==> config.mk <==
export PLATFORM = sky130hd
export DESIGN_NAME = uut_clk_ctrl
export DESIGN_NICKNAME = d
export VERILOG_FILES = /design/src/rtl/uut_clk_ctrl.sv
export SDC_FILE = /design/constraint.sdc
export NUM_CORES = 1
export LEC_CHECK = 0
export ABC_AREA = 1
export BUFFER_PORTS_ARGS = -buffer_cell sky130_fd_sc_hd__buf_2
export CORE_ASPECT_RATIO = 1.2
export CORE_MARGIN = 2
export CORE_UTILIZATION = 55
export CTS_BUF_LIST = sky130_fd_sc_hd__clkbuf_4
export DETAILED_ROUTE_END_ITERATION = 10
export PLACE_DENSITY_LB_ADDON = 0.15
export SLEW_MARGIN = 30
export SYNTH_ARGS = -nofsm -noshare
export SYNTH_HDL_FRONTEND = slang
export SYNTH_SLANG_ARGS = --single-unit
==> constraint.sdc <==
create_clock -name clk -period 5.92 [get_ports clk]
set_clock_uncertainty 0.05 [all_clocks]
set_input_delay 0.296 -clock clk [delete_from_list [all_inputs] [get_ports clk]]
set_output_delay 0.296 -clock clk [all_outputs]
set_load 0.02 [all_outputs]
==> src/rtl/uut_clk_ctrl.sv <==
// uut_clk_ctrl: divides the system clock into a registered UUT clock with a
// matching one-cycle enable strobe, runs in free-run, edge-budget or
// run-until-end mode, and counts the UUT rising edges it issues.
module uut_clk_ctrl #(
   parameter int DIV_W = 8,
   parameter int CNT_W = 32
) (
   input  logic             clk,
   input  logic             rst,
   input  logic             start_i,
   input  logic             stop_i,
   input  logic [1:0]       mode_i,
   input  logic [DIV_W-1:0] div_i,
   input  logic [CNT_W-1:0] budget_i,
   input  logic             end_uut_i,
   output logic             uut_clk_o,
   output logic             uut_en_o,
   output logic             busy_o,
   output logic             done_o,
   output logic [CNT_W-1:0] cycles_o,
   output logic             overflow_o
);

   typedef enum logic [1:0] {
      IDLE = 2'd0,
      RUN  = 2'd1,
      STOP = 2'd2
   } state_t;

   localparam logic [1:0] MODE_FREE   = 2'd0;
   localparam logic [1:0] MODE_BUDGET = 2'd1;
   localparam logic [1:0] MODE_UNTIL  = 2'd2;

   state_t           state;
   state_t           state_next;
   logic [DIV_W-1:0] ph;
   logic [DIV_W-1:0] ph_next;
   logic [DIV_W-1:0] d_q;
   logic [DIV_W-1:0] d_next;
   logic [DIV_W-1:0] d_in;
   logic [DIV_W:0]   half_next;
   logic [1:0]       mode_q;
   logic [1:0]       mode_in;
   logic [CNT_W-1:0] budget_q;
   logic             start_load;
   logic             done_next;
   logic             clk_next;
   logic             en_next;
   logic             last_ph;
   logic             stop_cond;

   // Ratios below 2 cannot produce both a high and a low phase, so clamp to 2.
   assign d_in    = (div_i < DIV_W'(2)) ? DIV_W'(2) : div_i;
   // Mode 3 is reserved and behaves as free-run.
   assign mode_in = (mode_i == 2'd3) ? MODE_FREE : mode_i;
   assign last_ph = (ph == (d_q - DIV_W'(1)));

   // The budget stop fires while the final allowed strobe is on the output,
   // so no later strobe is ever issued.
   assign stop_cond = stop_i
                    | ((mode_q == MODE_UNTIL) & end_uut_i)
                    | ((mode_q == MODE_BUDGET) & uut_en_o
                       & (cycles_o == (budget_q - CNT_W'(1))));

   // State register.
   always_ff @(posedge clk or negedge rst) begin
      if (!rst) begin
         state <= IDLE;
      end else begin
         state <= state_next;
      end
   end

   // Next state, next phase/ratio and the values the output flops will load.
   always_comb begin
      state_next = state;
      ph_next    = ph;
      d_next     = d_q;
      done_next  = 1'b0;
      start_load = 1'b0;
      half_next  = '0;
      clk_next   = 1'b0;
      en_next    = 1'b0;

      case (state)
         IDLE: begin
            ph_next = '0;
            if (start_i) begin
               start_load = 1'b1;
               if ((mode_in == MODE_BUDGET) && (budget_i == '0)) begin
                  done_next = 1'b1;
               end else begin
                  state_next = RUN;
                  d_next     = d_in;
               end
            end
         end
         RUN: begin
            if (stop_cond) begin
               if (last_ph) begin
                  state_next = IDLE;
                  done_next  = 1'b1;
                  ph_next    = '0;
               end else begin
                  state_next = STOP;
                  ph_next    = ph + DIV_W'(1);
               end
            end else if (last_ph) begin
               ph_next = '0;
               d_next  = d_in;
            end else begin
               ph_next = ph + DIV_W'(1);
            end
         end
         STOP: begin
            if (last_ph) begin
               state_next = IDLE;
               done_next  = 1'b1;
               ph_next    = '0;
            end else begin
               ph_next = ph + DIV_W'(1);
            end
         end
         default: begin
            state_next = IDLE;
            ph_next    = '0;
         end
      endcase

      half_next = ({1'b0, d_next} + (DIV_W+1)'(1)) >> 1;
      clk_next  = (state_next != IDLE) && ({1'b0, ph_next} < half_next);
      en_next   = (state_next == RUN) && (ph_next == '0);
   end

   // Phase, ratio, registered outputs and the latched run parameters.
   always_ff @(posedge clk or negedge rst) begin
      if (!rst) begin
         ph         <= '0;
         d_q        <= DIV_W'(2);
         mode_q     <= MODE_FREE;
         budget_q   <= '0;
         uut_clk_o  <= 1'b0;
         uut_en_o   <= 1'b0;
         busy_o     <= 1'b0;
         done_o     <= 1'b0;
         cycles_o   <= '0;
         overflow_o <= 1'b0;
      end else begin
         ph        <= ph_next;
         d_q       <= d_next;
         uut_clk_o <= clk_next;
         uut_en_o  <= en_next;
         busy_o    <= (state_next != IDLE);
         done_o    <= done_next;
         if (start_load) begin
            mode_q     <= mode_in;
            budget_q   <= budget_i;
            cycles_o   <= '0;
            overflow_o <= 1'b0;
         end else if (uut_en_o) begin
            if (cycles_o == {CNT_W{1'b1}}) begin
               overflow_o <= 1'b1;
            end else begin
               cycles_o <= cycles_o + CNT_W'(1);
            end
         end
      end
   end

endmodule
==> impl_metrics.json, run 1 <==
{
  "status": "finished, final reports clean",
  "seq_area_um2": 2230,
  "synth_area_per_cell_um2": 6.86,
  "finalMaxSlewViolations": 0,
  "numCtsBuffers": 9,
  "crit_start": "budget_q[0]",
  "core_um2": 11500,
  "initial_core_util_pct": 55.8,
  "fin_tns_setup_ns": 0,
  "clk_pin_slew_worst_paths_ns": 0.14,
  "critPathLaunchType": "register",
  "cts_tree": "yes",
  "area_growth_pct": 11.0,
  "cts_root_buf": "clkbuf_4",
  "fin_crit_ns": 3.90,
  "r2r-start": "budget_q[0]",
  "overflow": 0,
  "grt_usage_pct": 27.2,
  "grt_antenna_before_repair": 0,
  "ys.flop_type": "dfrtp_1",
  "synth_edf_count": 0,
  "drive_above_1_share_pct": 14.7,
  "htree_levels": 3,
  "dieWidth_um": 102,
  "via_count": 6030,
  "max_freq_mhz": 257,
  "slowest_stage": "dfrtp_1",
  "multi_input_area_um2": 3580,
  "hpwl_mm": 13.0,
  "power.leakage_nw": 3.68,
  "drtIter0Drc": 327,
  "grt_pass1_wl_mm": 26.3,
  "ys_seq_area_share_pct": 34.9,
  "syn_inst": 932,
  "routed_via_density": 5.14,
  "yosys_warnings": 0,
  "wl_per_cell_um": 13.8,
  "io_buffers": 83,
  "min_from": "mode_i[0]",
  "cts_buffer_depth": 2,
  "finalNetCount": 1076,
  "worstPathRequired_ns": 6.25,
  "gp_congestion": 0.908,
  "grt_max_degree": 89,
  "ys_ff_latch": 89,
  "drtPass1Iterations": 5,
  "ir_drop_uv": 245,
  "maxCapViolations": 0,
  "antenna_left": 0,
  "dieArea_um2": 12500,
  "drc_errors": 0,
  "synthesis.area_um2": 6390,
  "async_reset_ff_share_pct": 100,
  "cp.arrival_ns": 4.23,
  "fill_cells": 1148,
  "final_util_pct": 61.9,
  "relSlewSlack_pct": 51.0,
  "slowest_delay_ns": 0.43,
  "fin_cells": 1174,
  "powerDensity_nw_per_um2": 396,
  "hold_viol_final": 0,
  "clk_latency_ns": 0.45,
  "synth_fp_nets": 995,
  "cts_setup_buffers": 0,
  "worst_pin_slew_ns": 0.735,
  "rsz0062_at_grt": "false",
  "row_count": 43,
  "totalWireLength_mm": 16.3,
  "cp_max_fo": 9,
  "grt_pass1_vias": 5661,
  "end_kind": "register",
  "cts_resized": 0,
  "setup_violations": 0,
  "path_class": "register to register",
  "antenna_cells": 0,
  "io_pins": 84,
  "synth_cell_types": 42,
  "hold_class": "input port to register",
  "dp_cells": 1158,
  "fin_crit_sh_pct": 65.8,
  "path_common_cell": "nand2_1",
  "clkSinkCount": 89,
  "die_h_um": 122
}
[cells in the mapped netlist, types with 2 or more instances]
library cell / instances / area [µm²]
a211oi_1: 3 / 22.5
a21oi_1: 33 / 165
a221oi_1: 2 / 17.5
a2bb2oi_1: 2 / 17.5
and2_1: 2 / 12.5
buf_2: 2 / 10.0
clkbuf_1: 13 / 48.8
clkinv_1: 2 / 7.51
dfrtp_1: 88 / 2200
ha_1: 16 / 200
inv_1: 131 / 492
inv_2: 3 / 11.3
nand2_1: 234 / 878
nand2_2: 19 / 119
nand2_4: 2 / 22.5
nand3_1: 48 / 240
nand3_2: 3 / 30.0
nand3b_1: 9 / 67.6
nand4_1: 22 / 138
nor2_1: 122 / 458
nor2_2: 10 / 62.6
nor2_4: 6 / 67.6
nor3_1: 14 / 70.1
nor3_2: 2 / 20.0
nor4_1: 3 / 18.8
o211ai_1: 2 / 15.0
o21a_1: 6 / 45.0
o21ai_0: 67 / 335
xnor2_1: 20 / 175
xor2_1: 34 / 298
[metrics by stage]
step	power (mW)	worst slack, ns	area (µm²)	hold slack (ns)
after CTS	2.83	2.00	7100	0.00479
after global placement	2.45	2.12	6950	0.219
after floorplan	2.10	2.48	6390	-0.0496
after global routing	3.09	1.50	7100	0.00942
final	2.81	2.02	7100	0.0325
after detailed placement	2.48	2.04	6950	0.222
[state kept, by name, indices dropped and copies added, names as in the netlist]
register and cells:
busy_o 1, ph 8, budget_q 32, state 2, cycles_o 32, mode_q 2
d_q 8, uut_clk_o 1, done_o 1, uut_en_o 1, overflow_o 1
[repair_timing]
item	CTS	global route
endpoints found under the hold margin	33	0
setup endpoints to repair	0	0
hold buffers	1	0
[final cells by class]
class                           instances  share of cell area, %
Sequential cell                        89                   31.4
Inverter                              136                   7.19
Multi-Input combinational cell        691                   50.5
Clock buffer                           12                   1.27
Clock inverter                          3                  0.600
Timing Repair Buffer                   86                   6.24
Tap cell                              157                   2.77
[layout by cell type (no fill, tap or decap), drive strengths merged, types with 2 or more instances in the layout]
| cell | Yosys | final |
|---|---|---|
| a21oi | 33 | 33 |
| a221oi | 2 | 2 |
| a211oi | 3 | 3 |
| and2 | 3 | 3 |
| ha | 16 | 16 |
| dfrtp | 88 | 88 |
| nand4 | 22 | 22 |
| clkbuf | 13 | 12 |
| nand2 | 255 | 255 |
| inv | 134 | 134 |
| o211ai | 2 | 2 |
| nand3 | 51 | 51 |
| xor2 | 34 | 34 |
| o21a | 6 | 6 |
| clkinv | 2 | 3 |
| o21ai | 68 | 68 |
| or2 | 2 | 2 |
| nor4 | 3 | 3 |
| buf | 3 | 85 |
| a2bb2oi | 2 | 2 |
| nor3 | 16 | 16 |
| nor2 | 139 | 139 |
| nand3b | 9 | 9 |
| xnor2 | 20 | 20 |
[power by group]
group / switching (mW) / internal [mW]
clock: 0.209 / 0.141
sequential: 0.220 / 0.773
combinational: 0.944 / 0.522
[critical path, delay by kind of cell, from the launching register on]
kind	cells	cell delay, ns
and+or+nand+nor	23	2.04
adders and majority gates	3	0.67
DFF	1	0.43
AOI/OAI and AO/OA	3	0.41
buffers and inverters	3	0.22
[final timing paths]
check / end / slack, ns / cells after the start
setup / recovery: uut_clk_o / 2.02 / 32
hold / removal: mode_q[1] / 0.03 / 2
setup reg to reg: uut_clk_o / 2.02 / 32
hold reg to reg: budget_q[1] / 0.50 / 2
max in group asynchronous: cycles_o[21] / 4.48 / 3
min in group asynchronous: budget_q[7] / 0.25 / 2
[logic make-up (layout without fill, tap and decap cells)]
| kind of cell | count (synthesis) | after routing | synth area share (%) |
|---|---|---|---|
| simple gates | 500 | 500 | 35.1 |
| buf+inv | 152 | 237 | 9.08 |
| compound gates | 121 | 121 | 10.4 |
| flops | 89 | 89 | 34.9 |
| xor+xnor | 54 | 54 | 7.40 |
| fa+ha+maj | 16 | 16 | 3.13 |
[routing by layer]
metal	up-vias	global-route usage [%]	wire, µm	share of wire (%)
li1	3118	-	-	-
met1	2771	31.8	6880	42
met2	103	48.4	8310	51
met3	38	3.90	451	2.8
met4	0	12.7	613	3.8
met5	-	0	0	0
Note: power is estimated with default switching activity, not from simulation.
==> inputs of run 2 (changes only) <==
ABC_AREA = 0   (was 1)
clock period = 3.6 ns   (was 5.92 ns; I/O delays follow)
==> run 2 against run 1 <==
Against the previous run: the run now ends with setup timing left; flip-flop and latch count is the same; worst setup slack got worse by 2.9 ns; power up 110%; first-iteration DRC count is 30% higher; via count increased by 7.5%; synthesized cell count fell by 26%; global-route usage increased by 6.2 points; sequential share of layout area fell by 4.9 points; critical path depth fell by 16; combinational power grew 150%; non-clock buffer count rose by 201.
==> impl_metrics.json, run 2 <==
{
  "status": "finished with violations",
  "violations": "setup timing",
  "core_um2": 10600,
  "drtPass1Iterations": 5,
  "finalNetCount": 1026,
  "p_int_mw": 3.26,
  "grt_pass1_vias": 6419,
  "die_h_um": 119,
  "clk_latency_ns": 0.46,
  "switchingPower_mw": 2.53,
  "hold_viol_final": 0,
  "synth_top_area_cell": "dfrtp_1",
  "clkPwrFrac_pct": 9.9,
  "drc_errors": 0,
  "pwr-share-comb_pct": 62.7,
  "yosysMostFrequentCell": "nand2_1",
  "fin_crit_ns": 4.49,
  "dieWidth_um": 99.6,
  "syn_inst": 690,
  "totalWireLength_mm": 19.7,
  "ys.flop_type": "dfrtp_1",
  "grt_pass1_wl_mm": 31.4,
  "r2r_cells": 16,
  "max_freq_mhz": 223,
  "grt_usage_pct": 33.4,
  "rsz0062_at_grt": "true",
  "worstPathRequired_ns": 3.97,
  "setup_violations": 5,
  "grt_max_degree": 75,
  "yosys_warnings": 0,
  "worst_pin_slew_ns": 0.719,
  "drtIter0Drc": 424,
  "cp.arrival_ns": 4.86,
  "routed_via_density": 5.91,
  "switching_share_pct": 43.7,
  "async_reset_ff_share_pct": 100,
  "numCtsBuffers": 9,
  "powerDensity_nw_per_um2": 686,
  "multi_input_area_um2": 3790,
  "power.leakage_nw": 4.02,
  "fill_cells": 731,
  "layout_common_cells": "buf_4, nand2_1, dfrtp_1, buf_2, nor2_1",
  "overflow": 0,
  "synth_area_leaders": "dfrtp_1, nand2_1, xnor2_1",
  "synth_edf_count": 0,
  "cp_max_fo": 4,
  "io_pins": 84,
  "dieArea_um2": 11800,
  "synthesis.area_um2": 6030,
  "clk_pin_slew_worst_paths_ns": 0.14,
  "synth.top_cell.area_share_pct": 36.5,
  "maxCapViolations": 0,
  "row_count": 41,
  "wl_per_cell_um": 18.0,
  "ys_seq_area_share_pct": 37.0,
  "path_class": "register to register",
  "yosys-top-cells-count": "nand2_1, dfrtp_1, nor2_1",
  "ys_ff_latch": 89,
  "io_buffers": 83,
  "seq_area_um2": 2230,
  "hold_class": "input port to register",
  "dp_cells": 1033,
  "critPathLaunchType": "register",
  "finalMaxSlewViolations": 0,
  "end_kind": "register",
  "hpwl_mm": 14.6,
  "synth_fp_nets": 753,
  "cts_tree": "yes",
  "ir_drop_uv": 471,
  "area_growth_pct": 39.8,
  "seqPwrFrac_pct": 27.5,
  "clkSinkCount": 89,
  "relSlewSlack_pct": 51.5,
  "cts_root_buf": "clkbuf_4",
  "fin_total_pwr_mw": 5.78,
  "synth_area_per_cell_um2": 8.74,
  "synth_cell_types": 76,
  "antenna_left": 0,
  "hold_depth": 2,
  "fin_crit_sh_pct": 125,
  "fin_cells": 1098,
  "via_count": 6485,
  "grt_antenna_before_repair": 1,
  "top_regs": "budget_q: 32 flops, cycles_o: 32 flops",
  "cts_buffer_depth": 2,
  "gp_congestion": 0.957,
  "drive_above_1_share_pct": 33.3,
  "initial_core_util_pct": 56.8,
  "setup_ws_ns": -0.890,
  "htree_levels": 3,
  "fin_hold_ws_ns": 0.0566,
  "final_common_cell": "buf_4"
}
-- run 2: cell types whose count changed after synthesis, moves of 8 or more --
cell,before,now
inv_1,131,15
nand2_1,234,127
nor2_1,122,56
o21ai_0,67,21
xnor2_1,20,44
nand3_1,48,26
nand2_2,19,0
nor4_1,3,20
a21oi_1,33,19
or3_1,0,12
nor2_2,10,0
and3_1,0,8
and4_1,0,8
-- run 2: critical path, stage by stage, from the launching register on --
cell       delay (ns)
dfrtp_1          0.44
nor4_4           0.44
and4_1           0.34
nand4_1          0.14
a2111oi_0        0.57
nand4_1          0.25
o41a_1           0.43
or2_4            0.27
a22o_1           0.22
ha_2             0.20
nand4_1          0.08
xor2_1           0.16
ha_1             0.26
a21o_1           0.16
a21o_1           0.18
a21oi_2          0.11
o211a_1          0.14
-- run 2: path summary, 6_finish.rpt --
kind                                 to  slack, ns    startpoint
min                              d_q[3]       0.06      div_i[3]
max in group asynchronous        d_q[1]       2.46           rst
max reg2reg                   uut_clk_o      -0.89   budget_q[5]
min in group asynchronous   budget_q[1]       0.24           rst
min reg2reg                budget_q[31]       0.48  budget_q[31]
max                           uut_clk_o      -0.89   budget_q[5]
-- run 2: area by class of cell --
type	count	share of cell area, %
clock inverter	7	0.831
tap	129	1.91
timing repair buffer	287	24.3
multi-input combinational	561	45.0
inverter	15	0.668
antenna	1	0.0297
sequential	89	26.5
clock buffer	9	0.802
-- run 2: what timing repair did --
action | 4_1_cts | 5_1_grt
resized for setup | 14 | 14
gates cloned | 0 | 0
setup buffers | 3 | 8
setup endpoints to repair | 3 | 5
hold endpoints to repair | 108 | 0
hold buffers | 37 | 0
pin swaps | 7 | 11
-- run 2: logic make-up (layout without fill, tap and decap cells) --
logic type | after synthesis | in the layout | synth area share [%]
AOI/OAI and AO/OA | 97 | 97 | 11.5
xor gates and xnor gates | 84 | 84 | 12.2
adders and majority gates | 16 | 16 | 3.32
buffers and inverters | 40 | 318 | 2.78
DFF | 89 | 89 | 37.0
muxes | 8 | 8 | 1.39
other | 0 | 1 | 0
and+or+nand+nor | 356 | 356 | 31.8
-- run 2: power groups by stage --
stage               clock network, mW  logic (mW)  registers (mW)
detailed placement                  0        3.29            1.58
CTS                             0.575        3.40            1.57
floorplan                           0        1.77            1.60
global placement                    0        3.20            1.57
finish                          0.572        3.62            1.59
global route                    0.615        3.90            1.62
-- run 2: routing by layer --
metal	wire [µm]	global-route usage, %	vias to the layer above
met5	0	0	-
met4	628	13.5	0
met3	987	3.43	53
met2	10100	57.9	260
met1	8050	42.2	3154
li1	-	-	3018
-- run 2: metrics by stage --
stage	setup WS (ns)	setup TNS, ns	instance area [µm²]	utilization [%]
after floorplan	-0.614	-0.614	6060	-
after global placement	-0.720	-0.720	7700	72.5
after detailed placement	-0.820	-0.873	7700	72.5
after CTS	-0.696	-0.696	8300	78.2
after global routing	-0.999	-1.38	8430	79.4
final	-0.890	-1.14	8430	79.4
